--- src/rtl/pipe_delay.sv ---
// Fixed-latency delay line with per-stage valid bits, stall, flush, a
// combinational stage tap and a registered occupancy count.

module pipe_delay_stage #(
  parameter int unsigned       WIDTH   = 8,
  parameter logic [WIDTH-1:0]  RST_VAL = '0
) (
  input  logic             clk,
  input  logic             rst,
  input  logic             en,
  input  logic             flush,
  input  logic [WIDTH-1:0] d,
  input  logic             d_vld,
  output logic [WIDTH-1:0] q,
  output logic             q_vld
);
  // Flush only drops the valid bit; data is left in place.
  always_ff @(posedge clk) begin
    if (rst) begin
      q     <= RST_VAL;
      q_vld <= 1'b0;
    end else if (flush) begin
      q_vld <= 1'b0;
    end else if (en) begin
      q     <= d;
      q_vld <= d_vld;
    end
  end
endmodule

module pipe_delay #(
  parameter int unsigned       WIDTH   = 8,
  parameter int unsigned       DEPTH   = 4,
  parameter logic [WIDTH-1:0]  RST_VAL = '0
) (
  input  logic             clk,
  input  logic             rst,
  input  logic [WIDTH-1:0] in,
  input  logic             in_valid,
  input  logic             en,
  input  logic             flush,
  input  logic [5:0]       tap_sel,
  output logic [WIDTH-1:0] out_o,
  output logic             out_valid_o,
  output logic [WIDTH-1:0] tap_o,
  output logic             tap_valid_o,
  output logic [6:0]       count_o
);
  // Index 0 is the input; index s+1 is the register of stage s.
  logic [DEPTH:0][WIDTH-1:0] dat_pipe;
  logic [DEPTH:0]            vld_pipe;
  logic [6:0]                count_q;

  assign dat_pipe[0] = in;
  assign vld_pipe[0] = in_valid;

  for (genvar s = 0; s < DEPTH; s++) begin : g_stage
    pipe_delay_stage #(.WIDTH(WIDTH), .RST_VAL(RST_VAL)) u_stage (
      .clk   (clk),
      .rst   (rst),
      .en    (en),
      .flush (flush),
      .d     (dat_pipe[s]),
      .d_vld (vld_pipe[s]),
      .q     (dat_pipe[s+1]),
      .q_vld (vld_pipe[s+1])
    );
  end

  // Entering and leaving beats cancel when both are valid.
  always_ff @(posedge clk) begin
    if (rst || flush) count_q <= '0;
    else if (en)      count_q <= count_q + 7'(vld_pipe[0]) - 7'(vld_pipe[DEPTH]);
  end

  always_comb begin
    tap_o       = '0;
    tap_valid_o = 1'b0;
    for (int i = 0; i < DEPTH; i++) begin
      if (tap_sel == 6'(i)) begin
        tap_o       = dat_pipe[i+1];
        tap_valid_o = vld_pipe[i+1];
      end
    end
  end

  assign out_o       = dat_pipe[DEPTH];
  assign out_valid_o = vld_pipe[DEPTH];
  assign count_o     = count_q;
endmodule
--- config.mk ---
export PLATFORM = sky130hd
export DESIGN_NAME = pipe_delay
export DESIGN_NICKNAME = d
export VERILOG_FILES = /design/src/rtl/pipe_delay.sv
export SDC_FILE = /design/constraint.sdc
export NUM_CORES = 1
export LEC_CHECK = 0
export CAP_MARGIN = 25
export CORE_ASPECT_RATIO = 0.8
export CORE_MARGIN = 5
export CORE_UTILIZATION = 55
export DETAILED_ROUTE_END_ITERATION = 8
export PLACE_DENSITY = 0.83
export SLEW_MARGIN = 20
export SYNTH_ARGS = -nofsm -noshare
export SYNTH_HDL_FRONTEND = slang
export SYNTH_SLANG_ARGS = --single-unit
export TNS_END_PERCENT = 5
--- constraint.sdc ---
create_clock -name clk -period 3.9 [get_ports clk]
set_input_delay 0.39 -clock clk [delete_from_list [all_inputs] [get_ports clk]]
set_output_delay 0.39 -clock clk [all_outputs]
set_load 0.02 [all_outputs]
==> metrics.md <==
| Metric | Value |
|---|---|
| Critical-path cell list | clkdlybuf4s50_1, mux4_2, nor2b_1, clkdlybuf4s50_1 |
| Ys Warns | 0 |
| Num CTS Buffers | 5 |
| DRC errors left | 0 |
| Max-slew violation count | 0 |
| WP buf/inv | 2 |
| Final worst slack | between 0.9 and 1 ns |
| Final-report hold violation count | 0 |
| CP dominant cell by count | clkdlybuf4s50_1 |
| Clock Pin Slew Worst Setup and Hold Paths | 0.07 ns |
| TritonRoute pass-1 iters | 4 |
| Initial antenna violation count | 0 |
| Setup TNS | 0 ns |
| Die ar. | 5287 um^2 |
| Worst-Margin Slew | roughly 0.60 ns |
| Post-layout nets | around 310 |
| Register Area | around 860 um^2 |
| I/O Buffers | 43 |
| Main synth FF type | dfxtp_1 |
| Worst slack, placed | around 0.96 ns |
| Leakage | between 0.9 and 1 nW |
| Mean Syn Cell Area | 8.536 um^2 |
| Worst-path maximum fanout | 9 |
| CP arrival | between 2 and 3 ns |
| Required time of the critical path | around 3.5 ns |
| Max clock buf depth | 2 |
| Detailed placement HPWL | 3373 um |
| Tmin final | 2.905 ns |
| Core area | 3804 um^2 |
| Initial Util | between 50% and 60% |
| Worst path max stage delay | 0.84 ns |
| Proportion of netlist area held by the largest area contributor | roughly 40% |
| Via count | 1795 |
| CTS H-tree depth | 2 |
| CTS root buf | clkbuf_8 |
| RSZ-0062 raised after global routing | no |
| Number of enable flip-flop cells after synthesis | 0 |
| Inserted Diodes | 0 |
| # IOs | 44 |
| Total GRT Usage | 19.30% |
| Met3 track demand over resource | 4.360% |
| Netlist cell types | 34 |
| Syn Nets | 280 |
| Top Usage Layer GRT | met2 |
| Status | finished clean |
| Die outline width | approximately 80 um |
| Top-count cell post-synth | nand2_1 |
| Top post-synthesis cells by count | nand2_1 (65), dfxtp_1 (43), a21oi_1 (38), nor2_1 (14) |
| # setup viols final | 0 |
| Largest net degree at the start of global routing | 34 |
| P per Cell Area | around 320 nW/um^2 |
| VDD IR-drop max | 0.0002012 V |
| Crit path max-delay cell type | clkdlybuf4s50_1 |
| FMAX | 344.3 MHz |
| Netlist Area Pre-Place | 2160 um^2 |
| Clock sink count | 43 |
| GRT overflow | 0 |
| First-pass GRT wire length | 7803 um |
| Grt met2 use | 29.44% |
| Ys async rst share | 0% |
| Vias in the first global route | 1647 |
| Clk Latency, worst-skew pair | 0.30 ns |
| Wire length per cell | roughly 14 um |
| Die Span Y | 66.05 um |
| Area of the multi-input gates | 1120 um^2 |
| Number of fill cells | ~320 |
| Layout cells sized above 1 | around a tenth |
| CP startpoint kind | input port |
| Worst Clk Skew | 0.01108 ns |
| #FFs+latches synth | 43 |
| Placed inst area | 2547 um^2 |
| FP Rows | 20 |
| Via-per-instance ratio | 5.311 |
| Critical path class | input port to output pin |
| CP delay by family, top | buffers and inverters |
| Crit share post-route | 74.47% |
| Cells after Synth | 253 |
| CTS tree | yes |
| Worst hold path class | flop to flop |
| Routability cong. | 0.8023 |
| Critical Path End Type | output pin |
| Layout Area Growth over Synthesis | 21.90% |
| Total wire length | 4806 um |
| Relative slew slack | 59.57% |
| Post-route ant nets | 0 |
| Detailed Route Iter0 Violations | approximately 110 |
| GRT met1 Usage | 27.26% |
| Sequential element share of the synthesized area | between 30% and 40% |
| Final Cell Area | 2633 um^2 |
| # hold bufs at CTS | 0 |
| Number of max-cap violations | 0 |
| CTS resizes | 0 |
| Top cells by area, synth | dfxtp_1 (40%), nand2_1 (11%), mux4_2 (9.4%) |
| Synth area leader | dfxtp_1 |
| Post CTS Setup Buffer Count | 0 |
==> path summary, 6_finish.rpt <==
path | startpoint | end | slack (ns) | cells past startpoint
worst min register to register | g_stage[2].u_stage.q[4] | g_stage[3].u_stage.q[4] | 0.47 | 2
worst max register to register | count_o[0] | count_o[6] | 1.69 | 11
worst max-delay path | tap_sel[0] | tap_o[2] | 1.0 | 4
worst min-delay path | g_stage[2].u_stage.q[4] | g_stage[3].u_stage.q[4] | 0.47 | 2
==> sequential cells by signal, indices dropped and copies added, names as in the netlist <==
signal	flops
count_o	7
g_stage.u_stage.q_vld	4
g_stage.u_stage.q	32
==> cells by family after synthesis <==
kind of cell | synth area share [%]
DFF | 39.86
and+or+nand+nor | 21.03
xor gates and xnor gates | 0.4056
AOI/OAI and AO/OA | 12.63
buffers and inverters | 8.401
adders and majority gates | 4.982
muxes | 12.69
==> cell usage in the layout, fill, tap and decap left out, drive strengths merged, types with 7 or more instances in the layout <==
| cell type | count |
|---|---|
| a21oi | 40 |
| clkdlybuf4s50 | 43 |
| dfxtp | 43 |
| ha | 7 |
| inv | 12 |
| mux4 | 9 |
| nand2 | 65 |
| nor2 | 14 |
| nor2b | 11 |
==> per-stage QoR <==
| stage | hold slack [ns] | utilization [%] | power, mW | std cells |
|---|---|---|---|---|
| 5_1_grt | 0.4939 | 69.21 | 0.8772 | 338 |
| 3_5_place_dp | 0.4661 | 66.97 | 0.5755 | 330 |
| 6_report | 0.4705 | 69.21 | 0.8443 | 338 |
| 3_3_place_gp | 0.4533 | 66.97 | 0.5734 | 330 |
| 4_1_cts | 0.4770 | 69.21 | 0.8490 | 338 |
| 2_1_floorplan | 0.4419 | - | 0.5379 | 253 |
==> worst reg2reg max path: stages, from the launching register on <==
cell,delay (ns)
dfxtp_1,0.35
inv_1,0.06
ha_1,0.28
inv_1,0.06
ha_1,0.15
inv_1,0.05
fa_1,0.39
nand2b_1,0.18
a21oi_2,0.20
a22oi_1,0.12
a21oi_1,0.22
nor3b_2,0.06
==> report_power, final <==
part           internal [mW]  switching (mW)  total (mW)
clock                  0.125           0.153       0.278
combinational         0.0539          0.0561       0.110
sequential             0.448         0.00836       0.456
total                  0.627           0.218       0.844
==> layout make-up <==
cell class / instances / area share (%)
Clock buffer: 6 / 2.757
Clock inverter: 2 / 0.4753
Inverter: 12 / 1.711
Multi-Input combinational cell: 174 / 42.54
Sequential cell: 43 / 32.70
Tap cell: 55 / 2.614
Timing Repair Buffer: 46 / 17.21
==> routing by layer <==
layer / wire length (um) / vias up
li1: - / 890
met1: 2101 / 841
met2: 2294 / 61
met3: 384 / 3
met4: 25 / 0
met5: 0 / -
Note: power is estimated with default switching activity, not from simulation.
